==> src/rtl/inc_rr_sched.sv <==
// inc_rr_sched: round-robin scheduler that shares one +STEP incrementer among
// NREQ valid/ready requesters. It returns one tagged result per grant.
// Optional feature: define INC_RR_SCHED_SAT_EN to saturate the result at
// all-ones instead of wrapping modulo 2^WIDTH.
module inc_rr_sched #(
  parameter  int WIDTH = 8,
  parameter  int STEP  = 1,
  parameter  int NREQ  = 4,
  localparam int IDW   = $clog2(NREQ)
) (
  input  logic                  clk,
  input  logic                  rst_n,
  input  logic [NREQ-1:0]       req_valid,
  output logic [NREQ-1:0]       req_ready,
  input  logic [NREQ*WIDTH-1:0] req_data,
  output logic                  res_valid,
  input  logic                  res_ready,
  output logic [WIDTH-1:0]      res_data,
  output logic [IDW-1:0]        res_id
);

  // STEP is truncated to the datapath width; STEP=0 gives a pass-through.
  localparam logic [WIDTH-1:0] STEP_W = WIDTH'(STEP);

  typedef enum logic [1:0] {
    S_IDLE,
    S_CALC,
    S_HOLD
  } state_t;

  state_t           r_state;
  logic [IDW-1:0]   r_ptr;
  logic [IDW-1:0]   r_id;
  logic [WIDTH-1:0] r_opnd;
  logic             r_res_valid;
  logic [WIDTH-1:0] r_res_data;
  logic [IDW-1:0]   r_res_id;

  logic             w_win_found;
  logic [IDW-1:0]   w_win_id;
  logic [WIDTH-1:0] w_win_data;
  logic [NREQ-1:0]  w_req_ready;
  logic [WIDTH-1:0] w_res;

  // Requester index k places after base, wrapping at NREQ.
  function automatic logic [IDW-1:0] rot(input logic [IDW-1:0] base, input int k);
    return IDW'((int'(base) + k) % NREQ);
  endfunction

  // Winner search: the first valid requester starting just after the last grant.
  always_comb begin
    // NOTE: every combinational output gets a default first so no path infers a latch.
    w_win_found = 1'b0;
    w_win_id    = '0;
    for (int k = 1; k <= NREQ; k++) begin
      if (!w_win_found && req_valid[rot(r_ptr, k)]) begin
        w_win_found = 1'b1;
        w_win_id    = rot(r_ptr, k);
      end
    end
  end

  // Operand mux for the current winner.
  always_comb begin
    w_win_data = '0;
    for (int i = 0; i < NREQ; i++) begin
      if (w_win_id == IDW'(i)) w_win_data = req_data[i*WIDTH +: WIDTH];
    end
  end

  // A one-hot accept goes only to the winner, only in IDLE, and never while reset is held.
  always_comb begin
    w_req_ready = '0;
    if (rst_n && (r_state == S_IDLE) && w_win_found) w_req_ready[w_win_id] = 1'b1;
  end

`ifdef INC_RR_SCHED_SAT_EN
  // The extra carry bit detects overflow, so the result clamps to all-ones.
  logic [WIDTH:0] w_sum;
  assign w_sum = {1'b0, r_opnd} + {1'b0, STEP_W};
  assign w_res = w_sum[WIDTH] ? {WIDTH{1'b1}} : w_sum[WIDTH-1:0];
`else
  // The carry out is dropped, so the result wraps modulo 2^WIDTH.
  assign w_res = r_opnd + STEP_W;
`endif

  // Scheduler FSM: IDLE grants and captures, CALC computes, HOLD presents the result until it is taken.
  always_ff @(posedge clk) begin
    // NOTE: sequential state uses non-blocking assignments so that every register samples pre-edge values.
    if (!rst_n) begin
      // NOTE: every register, including the operand and result registers, is cleared. A reset mid-operation leaves nothing stale behind.
      r_state     <= S_IDLE;
      r_ptr       <= IDW'(NREQ - 1);
      r_id        <= '0;
      r_opnd      <= '0;
      r_res_valid <= 1'b0;
      r_res_data  <= '0;
      r_res_id    <= '0;
    end else begin
      case (r_state)
        S_IDLE: begin
          if (w_win_found) begin
            r_opnd  <= w_win_data;
            r_id    <= w_win_id;
            r_ptr   <= w_win_id;
            r_state <= S_CALC;
          end
        end
        S_CALC: begin
          r_res_data  <= w_res;
          r_res_id    <= r_id;
          r_res_valid <= 1'b1;
          r_state     <= S_HOLD;
        end
        S_HOLD: begin
          if (res_ready) begin
            r_res_valid <= 1'b0;
            r_state     <= S_IDLE;
          end
        end
        default: r_state <= S_IDLE;
      endcase
    end
  end

  assign req_ready = w_req_ready;
  assign res_valid = r_res_valid;
  assign res_data  = r_res_data;
  assign res_id    = r_res_id;

endmodule
==> config.mk <==
export PLATFORM = sky130hd
export DESIGN_NAME = inc_rr_sched
export DESIGN_NICKNAME = d
export VERILOG_FILES = /design/src/rtl/inc_rr_sched.sv
export SDC_FILE = /design/constraint.sdc
export NUM_CORES = 1
export LEC_CHECK = 0
export CELL_PAD_IN_SITES_DETAIL_PLACEMENT = 1
export CELL_PAD_IN_SITES_GLOBAL_PLACEMENT = 1
export CORE_ASPECT_RATIO = 1.5
export CORE_UTILIZATION = 28
export CTS_BUF_LIST = sky130_fd_sc_hd__clkbuf_8 sky130_fd_sc_hd__clkbuf_16
export DETAILED_ROUTE_END_ITERATION = 10
export GPL_ROUTABILITY_DRIVEN = 0
export PLACE_DENSITY_LB_ADDON = 0.1
export SYNTH_ARGS = -nofsm -noshare
export SYNTH_HDL_FRONTEND = slang
export SYNTH_SLANG_ARGS = --single-unit
==> constraint.sdc <==
create_clock -name clk -period 2.5 [get_ports clk]
set_input_delay 0.375 -clock clk [delete_from_list [all_inputs] [get_ports clk]]
set_output_delay 0.375 -clock clk [all_outputs]
set_load 0.01 [all_outputs]
==> results.sh, run 1 <==
export IMPL_routed_wl_um=3487
export IMPL_design_core_area_um2=4617
export IMPL_worst_pin_slew_ps=492.8
export IMPL_ios=54
export IMPL_rr_endpoint="r_opnd[2]"
export IMPL_min_period_ps=2464
export IMPL_cp_end_kind="output port"
export IMPL_netlist_instances=152
export IMPL_clock_tree_root_cell="clkbuf_8"
export IMPL_fin_total_pwr_w=0.001130
export IMPL_rows=30
export IMPL_path_class="in -> out"
export IMPL_cts_tree="built"
export IMPL_final_cells=274
export IMPL_min_period_over_period=0.9855
export IMPL_yosys_area_top_type_share=0.3646
export IMPL_p_clk_frac=0.203
export IMPL_timing_fmax_ghz=0.4059
export IMPL_min_delay_path_depth=2
export IMPL_via_count=1278
export IMPL_overflow=0
export IMPL_synth_enable_flop_cells=0
export IMPL_hold_viol=0
export IMPL_p_int_w=0.0007874
export IMPL_r2r_cells=6
export IMPL_r2r_start="r_ptr[1]"
export IMPL_min_path_type="reg -> reg"
export IMPL_die_width_um=59.17
export IMPL_rsz0062_at_grt="true"
export IMPL_dr_pass1_iters=3
export IMPL_peakVddDrop_uv=216.6
export IMPL_initial_utilization=0.2973
export IMPL_drive_above_1_share=0.1619
export IMPL_fp_dieH_um=87.75
export IMPL_startpoint="req_valid[0]"
export IMPL_placed_cells=268
export IMPL_synth_nets=192
export IMPL_remaining_drc_errors=0
export IMPL_grt_antenna_before_repair=0
export IMPL_skew_ps=5.104
export IMPL_syn2layout_area_growth_pct=48.68
export IMPL_synthFlopType="dfxtp_1"
export IMPL_status="complete, no violations"
export IMPL_finish_utilization=0.4420
export IMPL_yosys_warnings=0
export IMPL_clock_latency_ps=270
export IMPL_fp_dieArea_um2=5192
export IMPL_nNetsFinal=251
export IMPL_p_comb_frac=0.357
export IMPL_yosysMostFrequentCell="dfxtp_1"
export IMPL_synthesis_area_um2=1373
export IMPL_grt_max_degree=17
export IMPL_setup_viol=0
export IMPL_h_tree_depth=1
export IMPL_clk_path_buf_depth=2
export IMPL_avgSynthCellArea_um2=9.030
export IMPL_crit_end="req_ready[3]"
export IMPL_cts_buffers=3
export IMPL_num_antenna_cells=0
export IMPL_finalMaxSlewViolations=0
export IMPL_grt_total_usage=0.1444
export IMPL_fin_setup_tns_ps=0
export IMPL_switchingPower_w=0.0003427
export IMPL_numPortBuffers=53
export IMPL_synth_area_leaders="dfxtp_1, mux2i_1, mux2_2, o21ai_2, nand3_1"
export IMPL_synth_top_cell_by_area="dfxtp_1"
export IMPL_clk_pin_slew_ps=80
export IMPL_start_kind="input pin"
export IMPL_grt_pass1_wl_um=5823
export IMPL_dp_hpwl_um=2902
export IMPL_drt_iter0_drc=2
export IMPL_p_seq_frac=0.440
export IMPL_max_slew_margin=0.6711
export IMPL_clock_sinks=25
export IMPL_worstPathMaxFanout=5
export IMPL_vias_per_cell=4.664
export IMPL_worst_ep_arrival_time_ps=2090
export IMPL_antenna_left=0
export IMPL_max_cap_violations=0
export IMPL_hold_buffers=0
export IMPL_p_sw_frac=0.3033
export IMPL_critPathRequiredTime_ps=2120
export IMPL_synth_distinct_cells=33
export IMPL_r2r_slack_ps=730
export IMPL_grt_pass1_vias=1327
export IMPL_synth_seq_cells=25
export IMPL_synthArstFlopShare=0
export IMPL_leakagePower_nw=0.8247
export IMPL_yosysSeqAreaShare=0.3646
export IMPL_power_density_nw_per_um2=553.8
export IMPL_synth_common_cells="dfxtp_1, mux2i_1, nand2_1"
export IMPL_wire_per_inst_um=12.73
-- registers in the layout, summed over array words and instances, names as in the netlist --
register,cells
r_opnd,8
r_state,2
res_data,8
r_ptr,2
res_id,2
r_id,2
res_valid,1
-- per-layer routing --
metal,global-route usage,up-vias,wire (µm)
met5,0,-,0
met4,0.06494,0,57
met3,0.01329,5,132
met2,0.2810,38,1844
met1,0.1511,584,1453
li1,-,651,-
-- cell type report --
type	instances	area, µm²
Clock buffer	3	41.29
Clock inverter	1	3.754
Fill cell	560	2576
Inverter	3	11.26
Multi-Input combinational cell	115	797.0
Sequential cell	25	500.5
Tap cell	64	80.08
Timing Repair Buffer	63	606.8
-- placed cells by master, fill, tap and decap left out, types with 2 or more instances in the layout --
master           count
nor2_1              13
a211oi_1             6
o21ai_2              8
o21ai_0              3
clkdlybuf4s50_1     48
mux2i_1             16
dlygate4sd2_1        3
clkbuf_8             3
nor2b_1              2
buf_4               10
a21oi_1             10
mux2_2               8
xnor2_1              3
inv_1                4
nand3_1             12
dlymetal6s2s_1       2
nand2_1             13
xor2_1               3
and2b_1              2
nor3b_1              2
dfxtp_1             25
-- stage by stage --
stage	area (µm²)	hold WS, ps	worst slack, ps
6_report	2041	455.3	36.25
5_1_grt	2041	476.9	-30.89
4_1_cts	2033	459.0	18.45
3_5_place_dp	1977	447.3	-142.5
3_3_place_gp	1977	444.4	-67.81
2_1_floorplan	1373	432.1	773.8
-- worst min path at each step --
stage	from	to	slack, ps
5_1_grt	res_data[1]	res_data[1]	480
3_5_place_dp	res_data[1]	res_data[1]	450
2_1_floorplan	r_id[0]	res_id[0]	430
3_3_place_gp	res_id[0]	res_id[0]	440
6_report	res_data[1]	res_data[1]	460
4_1_cts	res_data[1]	res_data[1]	460
-- kinds of logic (layout without fill, tap and decap cells) --
group           after synthesis  after routing  synth area share
fa+ha+maj                     1              1          0.009114
compound gates               32             32            0.1641
xor+xnor                      6              6           0.03829
flops                        25             25            0.3646
mux                          24             24            0.1823
buf+inv                      12             70           0.05651
simple gates                 52             52            0.1851
-- power groups by stage --
| stage | sequential (W) | clock (W) | combinational [W] |
|---|---|---|---|
| 2_1_floorplan | 0.000503 | 0 | 0.000255 |
| 3_3_place_gp | 0.000502 | 0 | 0.000394 |
| 3_5_place_dp | 0.000507 | 0 | 0.000404 |
| 4_1_cts | 0.000498 | 0.000241 | 0.000410 |
| 5_1_grt | 0.000506 | 0.000252 | 0.000441 |
| 6_report | 0.000497 | 0.000230 | 0.000404 |
-- timing repair --
item | 4_1_cts | 5_1_grt
pin swaps | 2 | 0
setup buffers | 2 | 0
gates resized for setup | 4 | 3
endpoints found under the hold margin | 0 | 0
setup endpoints to repair | 4 | 3
-- worst max-delay path, stage by stage --
cell	delay [ps]
clkdlybuf4s50_1	510
nor2_1	90
a21boi_1	200
nand2_2	120
inv_1	90
and3_2	170
clkdlybuf4s50_1	530
Power figures use the tool's default switching activity.
==> inputs of run 2 (changes only) <==
- CORE_MARGIN: unset -> 2
- REMOVE_ABC_BUFFERS: unset -> 1
- SLEW_MARGIN: unset -> 30
==> results.sh, run 2 (same netlist as run 1, synthesis figures left out) <==
export IMPL_status="complete, no violations"
export IMPL_via_count=1266
export IMPL_nNetsFinal=248
export IMPL_fp_dieArea_um2=5490
export IMPL_grt_total_usage=0.1370
export IMPL_finalMaxSlewViolations=0
export IMPL_h_tree_depth=1
export IMPL_worstPathMaxFanout=5
export IMPL_cts_buffers=3
export IMPL_leakagePower_nw=0.7934
export IMPL_power_density_nw_per_um2=555.1
export IMPL_holdWs_ps=458.8
export IMPL_worst_pin_slew_ps=486.7
export IMPL_rsz0062_at_grt="false"
export IMPL_cts_tree="built"
export IMPL_grt_antenna_before_repair=0
export IMPL_placed_cell_area_um2=1972
export IMPL_clock_sinks=25
export IMPL_grt_pass1_vias=1340
export IMPL_finish_utilization=0.4241
export IMPL_path_class="in -> out"
export IMPL_fp_dieH_um=89.75
export IMPL_design_core_area_um2=4771
export IMPL_post_cts_buffers=0
export IMPL_grt_max_degree=18
export IMPL_fillers=584
export IMPL_fin_ws_ps=93.72
export IMPL_dp_hpwl_um=2809
export IMPL_finalInstanceArea_um2=2023
export IMPL_skew_ps=5.442
export IMPL_worst_ep_arrival_time_ps=2030
export IMPL_peakVddDrop_uv=177.1
export IMPL_fin_total_pwr_w=0.001123
export IMPL_post_place_ws_ps=-153.5
export IMPL_drt_iter0_drc=13
export IMPL_max_slew_margin=0.6752
export IMPL_ios=54
export IMPL_critPathRequiredTime_ps=2120
export IMPL_clk_path_buf_depth=2
export IMPL_wire_per_inst_um=12.25
export IMPL_die_width_um=61.17
export IMPL_routed_wl_um=3343
export IMPL_numPortBuffers=53
export IMPL_start_kind="input pin"
export IMPL_overflow=0
export IMPL_num_antenna_cells=0
export IMPL_cp_end_kind="output port"
export IMPL_min_period_ps=2406
export IMPL_vias_per_cell=4.637
export IMPL_rows=31
export IMPL_drive_above_1_share=0.1594
export IMPL_initial_utilization=0.2877
export IMPL_syn2layout_area_growth_pct=47.40
export IMPL_clock_latency_ps=260
export IMPL_min_period_over_period=0.9625
export IMPL_clk_pin_slew_ps=90
export IMPL_min_path_type="reg -> reg"
export IMPL_final_cell_mix="clkdlybuf4s50_1, dfxtp_1, mux2i_1"
export IMPL_hold_viol=0
export IMPL_max_cap_violations=0
export IMPL_antenna_left=0
export IMPL_hold_buffers=0
export IMPL_dr_pass1_iters=4
export IMPL_grt_pass1_wl_um=5899
export IMPL_setup_viol=0
export IMPL_timing_fmax_ghz=0.4156
export IMPL_clock_tree_root_cell="clkbuf_8"
export IMPL_layout_commonest_cell="clkdlybuf4s50_1"
export IMPL_remaining_drc_errors=0
run 2: cell types whose count changed in the layout (fill, tap and decap cells not counted), sizes merged:
cell | previous run | this run
buf | 10 | 7
dlygate4sd2 | 3 | 4
dlymetal6s2s | 2 | 1
run 2: stage by stage:
step	std cells	setup TNS [ps]
after floorplan	143	0
after global placement	269	-218.8
after detailed placement	269	-437.7
after CTS	273	0
after global routing	273	0
final	273	0
run 2: worst max-delay path, cell delays in order:
cell and delay [ps]:
clkdlybuf4s50_1 520, nor2_2 70, a21boi_2 170, nand2_2 110, inv_1 80, and3_2 170, clkdlybuf4s50_1 530
run 2: layout make-up:
class,count,area [µm²],area share
timing repair buffer,60,580.6,0.2870
sequential,25,500.5,0.2474
multi-input combinational,115,803.3,0.3970
clock inverter,1,3.754,0.001855
clock buffer,3,41.29,0.02041
tap,66,82.58,0.04082
inverter,3,11.26,0.005566
run 2: timing repair:
| item | 4_1_cts | 5_1_grt |
|---|---|---|
| hold endpoints to repair | 0 | 0 |
| resized for setup | 7 | 2 |
| endpoints found under the setup margin | 4 | 1 |
run 2: where the power goes:
| part | internal (W) | switching [W] | total [W] | leakage, nW |
|---|---|---|---|---|
| clock | 0.000110 | 0.000122 | 0.000232 | 0.0269 |
| combinational | 0.000222 | 0.000174 | 0.000397 | 0.560 |
| sequential | 0.000451 | 0.0000441 | 0.000495 | 0.206 |
| total | 0.000783 | 0.000341 | 0.00112 | 0.793 |
run 2: path summary, 6_finish.rpt:
kind / startpoint / end / slack, ps / cells after the start
max reg2reg: r_ptr[1] / r_opnd[0] / 750 / 6
min: res_id[1] / res_id[1] / 460 / 2
min reg2reg: res_id[1] / res_id[1] / 460 / 2
max: req_valid[0] / req_ready[3] / 90 / 7
run 2: per-layer routing:
metal	vias to the layer above	track usage	share of wire
li1	646	-	-
met5	-	0	0
met1	582	0.1554	0.41
met4	0	0.04891	0.011
met2	36	0.2438	0.54
met3	2	0.02158	0.040
